$ cat config.mk
export PLATFORM = sky130hd
export DESIGN_NAME = pipe_ctrl
export DESIGN_NICKNAME = d
export VERILOG_FILES = /design/src/rtl/pipe_ctrl_pkg.sv /design/src/rtl/pipe_ctrl_md_seq.sv /design/src/rtl/pipe_ctrl.sv
export SDC_FILE = /design/constraint.sdc
export NUM_CORES = 1
export LEC_CHECK = 0
export BUFFER_PORTS_ARGS = -buffer_cell sky130_fd_sc_hd__clkbuf_2
export CAP_MARGIN = 20
export CORE_MARGIN = 3
export CORE_UTILIZATION = 34
export DETAILED_ROUTE_END_ITERATION = 7
export PLACE_DENSITY = 0.75
export SETUP_SLACK_MARGIN = 0.2
export SYNTH_ARGS = -nofsm -noshare
export SYNTH_HDL_FRONTEND = slang
export SYNTH_SLANG_ARGS = --single-unit
export TNS_END_PERCENT = 20
$ cat constraint.sdc
create_clock -name clk -period 1.6 [get_ports clk]
set_input_delay 0.16 -clock clk [delete_from_list [all_inputs] [get_ports clk]]
set_output_delay 0.16 -clock clk [all_outputs]
set_load 0.01 [all_outputs]
$ cat src/rtl/pipe_ctrl_pkg.sv
// ---------------------------------------------------------------------------
// pipe_ctrl_pkg
// Shared types and constants for the pipeline hazard/control unit.
//   stall_cause_t : which stall source won in a given cycle
//   md_state_t    : mult/div sequencer states
//   fetch_state_t : fetch-redirect discard states
//   DEF_*         : default pipeline geometry and mult/div latencies
//   PERF_*        : perf_cnt slot assigned to each stall cause
//   cnt_width()   : width of the mult/div down-counter
// ---------------------------------------------------------------------------
package pipe_ctrl_pkg;

    localparam int DEF_NSTAGE      = 5;
    localparam int DEF_EX_STAGE    = 2;
    localparam int DEF_MEM_STAGE   = 3;
    localparam int DEF_MULT_CYCLES = 4;
    localparam int DEF_DIV_CYCLES  = 32;

    localparam int PERF_DWAIT   = 0;
    localparam int PERF_MDWAIT  = 1;
    localparam int PERF_LOADUSE = 2;
    localparam int PERF_IWAIT   = 3;

    typedef enum logic [2:0] {
        CAUSE_NONE,
        CAUSE_IWAIT,
        CAUSE_LOADUSE,
        CAUSE_MDWAIT,
        CAUSE_DWAIT
    } stall_cause_t;

    typedef enum logic [1:0] {
        MD_IDLE,
        MD_BUSY,
        MD_DONE
    } md_state_t;

    typedef enum logic {
        F_IDLE,
        F_DISCARD
    } fetch_state_t;

    // The counter is loaded with (cycles - 1), so it must hold max-1.
    // Never narrower than one bit so the single-cycle case still builds.
    function automatic int cnt_width(input int a, input int b);
        int m;
        m = (a > b) ? a : b;
        return (m > 1) ? $clog2(m) : 1;
    endfunction

endpackage

$ cat src/rtl/pipe_ctrl_md_seq.sv
// ---------------------------------------------------------------------------
// md_seq
// Multi-cycle mult/div busy sequencer (IDLE -> BUSY -> DONE -> IDLE).
// Ports:
//   clk, reset  : clock, asynchronous active-high reset
//   md_start    : mult/div enters the EX stage this cycle
//   md_is_div   : qualifies md_start, 1 = divide
//   abort       : exception/eret kill; drops BUSY/DONE without a done pulse
//   md_busy     : high for every BUSY cycle
//   md_done     : one-cycle pulse in DONE
// ---------------------------------------------------------------------------
module md_seq
    import pipe_ctrl_pkg::*;
#(
    parameter int MULT_CYCLES = DEF_MULT_CYCLES,
    parameter int DIV_CYCLES  = DEF_DIV_CYCLES
) (
    input  logic clk,
    input  logic reset,
    input  logic md_start,
    input  logic md_is_div,
    input  logic abort,
    output logic md_busy,
    output logic md_done
);

    localparam int CNT_W = cnt_width(MULT_CYCLES, DIV_CYCLES);
    localparam logic [CNT_W-1:0] MULT_LOAD = CNT_W'(MULT_CYCLES - 1);
    localparam logic [CNT_W-1:0] DIV_LOAD  = CNT_W'(DIV_CYCLES - 1);

    md_state_t        state_q, state_d;
    logic [CNT_W-1:0] cnt_q, cnt_d;

    always_ff @(posedge clk or posedge reset) begin
        if (reset) begin
            state_q <= MD_IDLE;
            cnt_q   <= '0;
        end else begin
            state_q <= state_d;
            cnt_q   <= cnt_d;
        end
    end

    // BUSY lasts exactly (load + 1) cycles: the cnt==0 cycle is still busy.
    // A start arriving in DONE chains straight into the next operation.
    // Abort has the last word so a killed instruction never reports done,
    // including one that tries to start in the same cycle as the kill.
    always_comb begin
        state_d = state_q;
        cnt_d   = cnt_q;
        md_busy = 1'b0;
        md_done = 1'b0;
        case (state_q)
            MD_IDLE: begin
                if (md_start) begin
                    state_d = MD_BUSY;
                    cnt_d   = md_is_div ? DIV_LOAD : MULT_LOAD;
                end
            end
            MD_BUSY: begin
                md_busy = 1'b1;
                if (cnt_q == '0) begin
                    state_d = MD_DONE;
                end else begin
                    cnt_d = cnt_q - CNT_W'(1);
                end
            end
            MD_DONE: begin
                md_done = 1'b1;
                if (md_start) begin
                    state_d = MD_BUSY;
                    cnt_d   = md_is_div ? DIV_LOAD : MULT_LOAD;
                end else begin
                    state_d = MD_IDLE;
                end
            end
            default: state_d = MD_IDLE;
        endcase
        if (abort) begin
            state_d = MD_IDLE;
            md_done = 1'b0;
        end
    end

endmodule

$ cat src/rtl/pipe_ctrl.sv
// ---------------------------------------------------------------------------
// pipe_ctrl
// Hazard/control unit for an NSTAGE-deep in-order pipeline. Picks the
// deepest stalling stage K, holds stages 0..K, bubbles stage K+1, applies
// redirect/exception flushes, sequences mult/div latency and drops the
// stale instruction of a fetch that was in flight during a redirect.
// Ports:
//   clk, reset               : clock, asynchronous active-high reset
//   i_pending, i_data_ok     : instruction fetch status
//   d_pending, d_data_ok     : memory-stage data status
//   load_use                 : decode waits on a load result
//   md_start, md_is_div      : mult/div issue into EX_STAGE
//   redirect, redirect_exc   : PC redirect; exc kills all younger stages
//   stall[NSTAGE], flush[NSTAGE] : per-stage hold / bubble insert
//   md_busy, md_done         : mult/div sequencer status
//   perf_cnt[4]              : stall-cause cycle counters
//                              (d wait, md wait, load_use, i wait)
// Build option:
//   PIPE_CTRL_PERF_EN defined   -> 32-bit wrapping counters in perf_cnt
//   PIPE_CTRL_PERF_EN undefined -> perf_cnt is constant 0, no counter flops
// ---------------------------------------------------------------------------
module pipe_ctrl
    import pipe_ctrl_pkg::*;
#(
    parameter int NSTAGE      = DEF_NSTAGE,
    parameter int EX_STAGE    = DEF_EX_STAGE,
    parameter int MEM_STAGE   = DEF_MEM_STAGE,
    parameter int MULT_CYCLES = DEF_MULT_CYCLES,
    parameter int DIV_CYCLES  = DEF_DIV_CYCLES
) (
    input  logic                  clk,
    input  logic                  reset,
    input  logic                  i_pending,
    input  logic                  i_data_ok,
    input  logic                  d_pending,
    input  logic                  d_data_ok,
    input  logic                  load_use,
    input  logic                  md_start,
    input  logic                  md_is_div,
    input  logic                  redirect,
    input  logic                  redirect_exc,
    output logic [NSTAGE-1:0]     stall,
    output logic [NSTAGE-1:0]     flush,
    output logic                  md_busy,
    output logic                  md_done,
    output logic [3:0][31:0]      perf_cnt
);

    fetch_state_t fetch_q, fetch_d;
    logic         d_wait;
    logic         md_wait;
    logic         i_wait;
    logic         discard_drop;
    int           stall_k;

    md_seq #(
        .MULT_CYCLES (MULT_CYCLES),
        .DIV_CYCLES  (DIV_CYCLES)
    ) u_md_seq (
        .clk       (clk),
        .reset     (reset),
        .md_start  (md_start),
        .md_is_div (md_is_div),
        .abort     (redirect_exc),
        .md_busy   (md_busy),
        .md_done   (md_done)
    );

    always_ff @(posedge clk or posedge reset) begin
        if (reset) begin
            fetch_q <= F_IDLE;
        end else begin
            fetch_q <= fetch_d;
        end
    end

    // A redirect that catches a fetch still in flight must throw away the
    // returning word. A return coincident with the redirect needs no
    // DISCARD because the ordinary redirect flush already kills it.
    always_comb begin
        fetch_d = fetch_q;
        case (fetch_q)
            F_IDLE: begin
                if (redirect && i_pending && !i_data_ok) begin
                    fetch_d = F_DISCARD;
                end
            end
            F_DISCARD: begin
                if (i_data_ok) begin
                    fetch_d = F_IDLE;
                end
            end
            default: fetch_d = F_IDLE;
        endcase
    end

    assign d_wait       = d_pending && !d_data_ok;
    assign md_wait      = md_busy;
    assign i_wait       = (i_pending && !i_data_ok) || (fetch_q == F_DISCARD);
    assign discard_drop = (fetch_q == F_DISCARD) && i_data_ok;

    // stall_k is the deepest stalling stage, -1 when nothing stalls.
    always_comb begin
        stall_k = -1;
        if (i_wait) begin
            stall_k = 0;
        end
        if (load_use && stall_k <= 1) begin
            stall_k = 1;
        end
        if (md_wait && stall_k <= EX_STAGE) begin
            stall_k = EX_STAGE;
        end
        if (d_wait && stall_k <= MEM_STAGE) begin
            stall_k = MEM_STAGE;
        end
    end

    // Stall/flush conflicts: an exception kill beats a hold; otherwise a
    // held stage must keep its instruction, so its flush is dropped.
    // Outputs are forced quiet while reset is asserted.
    always_comb begin
        stall = '0;
        flush = '0;
        for (int j = 0; j < NSTAGE; j++) begin
            stall[j] = (j <= stall_k);
            flush[j] = ((stall_k >= 0) && (j == stall_k + 1))
                    || ((j == 1) && ((redirect && (stall_k < 0)) || discard_drop))
                    || (redirect_exc && (j >= 1) && (j <= NSTAGE - 2));
        end
        if (redirect_exc) begin
            stall = stall & ~flush;
        end else begin
            flush = flush & ~stall;
        end
        if (reset) begin
            stall = '0;
            flush = '0;
        end
    end

`ifdef PIPE_CTRL_PERF_EN
    stall_cause_t       win_cause;
    logic [3:0][31:0]   perf_q, perf_d;

    // The winning cause is the source that set stall_k; on a depth tie the
    // deeper-in-the-pipe source is charged.
    always_comb begin
        win_cause = CAUSE_NONE;
        if (d_wait && stall_k == MEM_STAGE) begin
            win_cause = CAUSE_DWAIT;
        end else if (md_wait && stall_k == EX_STAGE) begin
            win_cause = CAUSE_MDWAIT;
        end else if (load_use && stall_k == 1) begin
            win_cause = CAUSE_LOADUSE;
        end else if (i_wait) begin
            win_cause = CAUSE_IWAIT;
        end
    end

    always_comb begin
        perf_d = perf_q;
        case (win_cause)
            CAUSE_DWAIT:   perf_d[PERF_DWAIT]   = perf_q[PERF_DWAIT]   + 32'd1;
            CAUSE_MDWAIT:  perf_d[PERF_MDWAIT]  = perf_q[PERF_MDWAIT]  + 32'd1;
            CAUSE_LOADUSE: perf_d[PERF_LOADUSE] = perf_q[PERF_LOADUSE] + 32'd1;
            CAUSE_IWAIT:   perf_d[PERF_IWAIT]   = perf_q[PERF_IWAIT]   + 32'd1;
            default:       perf_d = perf_q;
        endcase
    end

    always_ff @(posedge clk or posedge reset) begin
        if (reset) begin
            perf_q <= '0;
        end else begin
            perf_q <= perf_d;
        end
    end

    assign perf_cnt = perf_q;
`else
    assign perf_cnt = '0;
`endif

endmodule

Word-level counts from Yosys, hierarchy flattened
Index checks and enable logic that the tools add are counted.
{ "op_classes": {"add_sub_neg": 2, "n_lt_le_gt_ge": 10, "eq_ne": 10, "mux": 23, "bitwise": 5, "n_reduce_logical": 29} }
{ "ops": {"columns": ["op", "count"], "rows": [
  ["32-bit 2-to-1 mux", 4],
  ["3-bit by 32-bit equality test with 1-bit output (first input constant)", 2],
  ["3-bit by 32-bit <= comparator with 1-bit output (first input constant)", 2],
  ["32-bit by 3-bit <= comparator with 1-bit output (second input constant)", 2],
  ["5-bit 2-to-1 mux", 7],
  ["32-bit by 2-bit adder with 32-bit output (second input constant)", 1],
  ["2-bit by 32-bit equality test with 1-bit output (first input constant)", 1],
  ["4-bit by 32-bit equality test with 1-bit output (first input constant)", 1],
  ["32-bit by 1-bit >= comparator with 1-bit output (second input constant)", 1],
  ["1-bit by 32-bit <= comparator with 1-bit output (first input constant)", 1],
  ["2-bit by 32-bit <= comparator with 1-bit output (first input constant)", 1],
  ["32-bit by 2-bit <= comparator with 1-bit output (second input constant)", 1],
  ["4-bit by 32-bit <= comparator with 1-bit output (first input constant)", 1],
  ["32-bit logical NOT", 1],
  ["32-bit by 1-bit less-than comparator with 1-bit output (second input constant)", 1],
  ["1-bit logical AND", 14],
  ["5-bit bitwise AND", 2],
  ["5-bit inverter", 2],
  ["5-bit one-hot mux with 2 select lines", 1],
  ["1-bit logical OR", 6],
  ["1-bit 2-to-1 mux", 6],
  ["2-bit 2-to-1 mux", 3],
  ["2-bit one-hot mux with 3 select lines", 1],
  ["5-bit logical NOT", 1],
  ["other kinds (15)", 16]
]} }
{ "word_totals": {"ff_bits": 8, "input_bits": 11, "elab_cells": 82} }

Longest topological paths before layout
{ "logic_depth": {"word_depth": 22, "depth_mapped": 7, "depth_no_buf": 7} }

Cells and area by module
A second synthesis with hierarchy kept.
{ "hier_totals": {"hier_cells": 207, "hier_area_um2": 1645.3} }
{ "modules_own_cells": {"columns": ["module", "n_inst", "cells_per_inst", "area_per_inst_um2"], "rows": [
  ["pipe_ctrl", 1, 170, 1249.9],
  ["md_seq", 1, 37, 395.4]
]} }

Worst setup path before layout
No wires, ideal clock.
{ "synth_timing": {"path_type": "reg2out", "from": "register u_md_seq.state_q[1]", "to": "output port flush[1]", "t_arrival_ns": 1.838, "required_ns": 1.440, "slack_ns": -0.398, "path_stages_with_launch": 8, "cell_sequence": "dfrtp_1 > nand2b_1 > and3_1 > and2_1 > ha_1 > nor2b_1 > nor3_1 > o32ai_1"} }
{ "synth_via": {"elab_chain_cells": 15, "elab_cells_between_ends": 21, "cone_classes": "add/sub (1); order compare (4); eq/ne (2); mux (5); bitwise (2); reduce/logical (7)"} }
{ "synth_rtl": {"columns": ["item", "line", "source"], "rows": [
  ["from (decl)", "pipe_ctrl_md_seq.sv:31", "md_state_t state_q, state_d;"],
  ["from (signal assigned)", "pipe_ctrl_md_seq.sv:39", "state_q <= state_d;"],
  ["2-bit by 1-bit equality test with 1-bit output (*)", "pipe_ctrl_md_seq.sv:53", "case (state_q)"],
  ["1-bit 2-to-1 mux (*)", "pipe_ctrl_md_seq.sv:53", null],
  ["1-bit logical AND (*)", "pipe_ctrl.sv:111", "if (md_wait && stall_k <= EX_STAGE) begin"],
  ["32-bit 2-to-1 mux (*)", "pipe_ctrl.sv:111", null],
  ["32-bit by 3-bit <= comparator with 1-bit output", "pipe_ctrl.sv:114", "if (d_wait && stall_k <= MEM_STAGE) begin"],
  ["1-bit logical AND", "pipe_ctrl.sv:114", null],
  ["32-bit 2-to-1 mux (*)", "pipe_ctrl.sv:114", null],
  ["32-bit by 2-bit adder with 32-bit output or 32-bit by 1-bit less-than comparator with 1-bit output (tied branches)", null, null],
  ["2-bit by 32-bit equality test with 1-bit output or 1-bit logical AND (tied branches)", null, null],
  ["1-bit logical AND or 1-bit logical OR (tied branches)", null, null],
  ["1-bit logical OR", "pipe_ctrl.sv:128", "|| ((j == 1) && ((redirect && (stall_k < 0)) || discard_drop))"],
  ["1-bit logical OR", "pipe_ctrl.sv:129", "|| (redirect_exc && (j >= 1) && (j <= NSTAGE - 2));"],
  ["5-bit bitwise AND", "pipe_ctrl.sv:134", "flush = flush & ~stall;"],
  ["5-bit 2-to-1 mux (*)", "pipe_ctrl.sv:131", "if (redirect_exc) begin"],
  ["5-bit 2-to-1 mux (*)", "pipe_ctrl.sv:136", "if (reset) begin"],
  ["to (decl)", "pipe_ctrl.sv:43", "output logic [NSTAGE-1:0] flush,"]
]} }
Mark *: on every way between the ends. The rest lies on a longest branch, timed or not.

Worst setup path after layout
Same ends and word-level chain as after synthesis.

==> flow_metrics.tcl <==
set metrics [dict create \
    grt_max_degree 11 \
    fillCellCount 471 \
    drv_slew 0 \
    routabilityCongestion 0.775 \
    vias 991 \
    crit_slowest_cell "dfrtp_1" \
    skew_ns 0.00646 \
    placed_cell_area_um2 1380 \
    drive_above_1_share_pct 25.0 \
    fin_total_pwr_uw 953 \
    die_y_um 74.0 \
    ys_ff_latch 8 \
    die_area_um2 5470 \
    synth.area.top_cells "buf_4 62%, dfrtp_1 13%, ha_1 2.4%" \
    yosys.area.top_type "buf_4" \
    cts_root_buffer "clkbuf_8" \
    reg2reg_depth 5 \
    dp_cells 282 \
    fmax_mhz 501 \
    max-vdd-ir-drop_v 0.000252 \
    cts_buffers 3 \
    diodes 0 \
    portBuffers 20 \
    ant_nets 0 \
    numClockSinks 8 \
    cp_slowest_stage_delay_ns 0.37 \
    synth_area_um2 1570 \
    cp_max_fo 3 \
    arrival_ns 1.83 \
    cts_tree "built" \
    r2r_slack_ns 0.05 \
    async_reset_ff_share_pct 100 \
    hpwl_um 2230 \
    antenna_found_initial 0 \
    drv_cap 0 \
    end_kind "primary output" \
    whs_ns 0.0424 \
    reg2reg_to "u_md_seq.cnt_q[1]" \
    r2r-start "u_md_seq.cnt_q[1]" \
    layout.nets 252 \
    fin_area_um2 1510 \
    synth_edf_count 0 \
    syn_to_final_growth_pct -4.14 \
    post_drt_wl_per_cell_um 9.29 \
    instances_no_fill 288 \
    place_ws_ns -0.174 \
    path_class "reg -> out" \
    start_util_pct 35.6 \
    hold_violations 0 \
    routed_wl_um 2680 \
    drt_iter0_drc 33 \
    cts_max_level 1 \
    core_um2 4410 \
    p_leak_nw 0.881 \
    gr-usage-all-layers_pct 8.07 \
    synth_top_area_share_pct 62.1 \
    firstDrtPassIters 3 \
    required_ns 1.44 \
    clkTransAtPathRegs_ns 0.04 \
    vias_per_cell 3.44 \
    power.density_nw_per_um2 633 \
    io_pins 151 \
    rows 24 \
    ys_seq_area_share_pct 12.7 \
    clock_latency_ns 0.23 \
    grt_pass1_vias 788 \
    finalWorstSetupSlack_ns -0.395 \
    ys.flop_type "dfrtp_1" \
    violations "setup timing" \
    layout_min_cycle_time_ns 1.99 \
    yosysWarnings 0 \
    status "complete, but fails checks" \
    clock_path_buffers 2 \
    syn_inst 201 \
    multi_input_area_um2 927 \
    ys_types 31 \
    cp-start-kind "flop" \
    startpoint "u_md_seq.state_q[1]" \
    path_cells "nand2b_4, and3_4, and2_4, ha_4, nor2b_4, nor3_2, o32ai_2, buf_2" \
    die_x_um 74.0 \
    setup_violations 3 \
    hp-class "in -> async" \
    grt_pass1_wl_um 3460 \
    drc_errors 0 \
    ctsHoldBuffers 0 \
    ff_latch_area_um2 200 \
    synth_area_per_cell_um2 7.82 \
    rsz0062_at_grt "yes" \
    grt_overflow 0 \
    final.period_utilization_pct 125 \
]
-- per-layer routing --
layer	vias to the layer above	wire length [um]	GRT usage, %
li1	455	-	-
met1	452	781	7.79
met2	80	1520	16.3
met3	4	329	0.676
met4	0	45	4.63
met5	-	0	0
-- worst max-delay path by stage --
stage	depth (start not counted)	slack [ns]	endpoint
finish	8	-0.39	flush[1]
global route	8	-0.49	flush[1]
CTS	8	-0.41	flush[1]
detailed placement	8	-0.17	flush[1]
global placement	8	-0.13	flush[1]
floorplan	7	-0.08	flush[1]
-- placed cells by master, fill, tap and decap left out, types with 2 or more instances in the layout --
cell type,count
clkbuf_8,3
and3_4,3
nor3_1,4
a21oi_2,4
inv_1,9
o221ai_1,2
a21oi_1,2
buf_6,3
nand2_1,3
dfrtp_1,8
a211oi_2,2
ha_4,2
nand3_1,3
clkbuf_2,12
conb_1,130
buf_2,7
buf_4,13
nand4_1,2
nor2_1,5
-- Yosys cell counts (2+ instances only) --
cell type  instances
a211oi_1           2
a21oi_1            5
a21oi_2            2
and3_1             2
buf_4            130
dfrtp_1            8
ha_1               3
inv_1             10
nand2_1            3
nand2b_1           2
nand3_1            3
nand4_1            2
nor2_1             5
nor2b_1            2
nor3_1             5
o221ai_1           2
-- final cells by class --
type	count	share of cell area (%)
inverter	11	3.07
clock buffer	3	2.74
multi-input combinational	179	61.5
tap	52	4.32
timing repair buffer	35	15.0
sequential	8	13.3
-- report_power, final --
| part | internal (mW) | leakage, nW | switching (mW) | total [mW] |
|---|---|---|---|---|
| Sequential | 0.233 | 0.0971 | 0.0346 | 0.268 |
| Combinational | 0.149 | 0.762 | 0.291 | 0.440 |
| Clock | 0.163 | 0.0216 | 0.0820 | 0.245 |
| Total | 0.545 | 0.881 | 0.408 | 0.953 |
-- timing repair --
| action | CTS | global route |
|---|---|---|
| endpoints found under the setup margin | 14 | 15 |
| buffers inserted | 2 | 1 |
| pin swaps | 3 | 6 |
| resized for setup | 1 | 22 |
| cloned | 0 | 0 |
-- flip-flops by register name (all words and copies together), names as in the netlist --
name              flops
fetch_q               1
u_md_seq.state_q      2
u_md_seq.cnt_q        5
-- kinds of logic (layout without fill, tap and decap cells) --
| group | count (synthesis) | after routing | share of synthesized area [%] |
|---|---|---|---|
| other cells | 1 | 130 | 0.239 |
| mux | 1 | 1 | 0.637 |
| fa+ha+maj | 3 | 3 | 2.39 |
| compound gates | 17 | 17 | 8.12 |
| simple gates | 28 | 28 | 10.2 |
| flops | 8 | 8 | 12.7 |
| buf+inv | 143 | 49 | 65.7 |
-- critical path: cells and delay by family (launching register included) --
family                     cells  cell delay [ns]
DFF                            1             0.37
buffers and inverters          1             0.16
AOI/OAI and AO/OA              1             0.18
and+or+nand+nor                5             0.66
adders and majority gates      1             0.24
-- metrics by stage --
step           util (%)  setup TNS (ns)
2_1_floorplan         -          -0.203
3_3_place_gp       31.2          -0.351
3_5_place_dp       31.2          -0.492
4_1_cts            32.5           -1.18
5_1_grt            34.1           -1.34
6_report           34.1           -1.11
No activity file was read; power rests on OpenSTA's default activity.
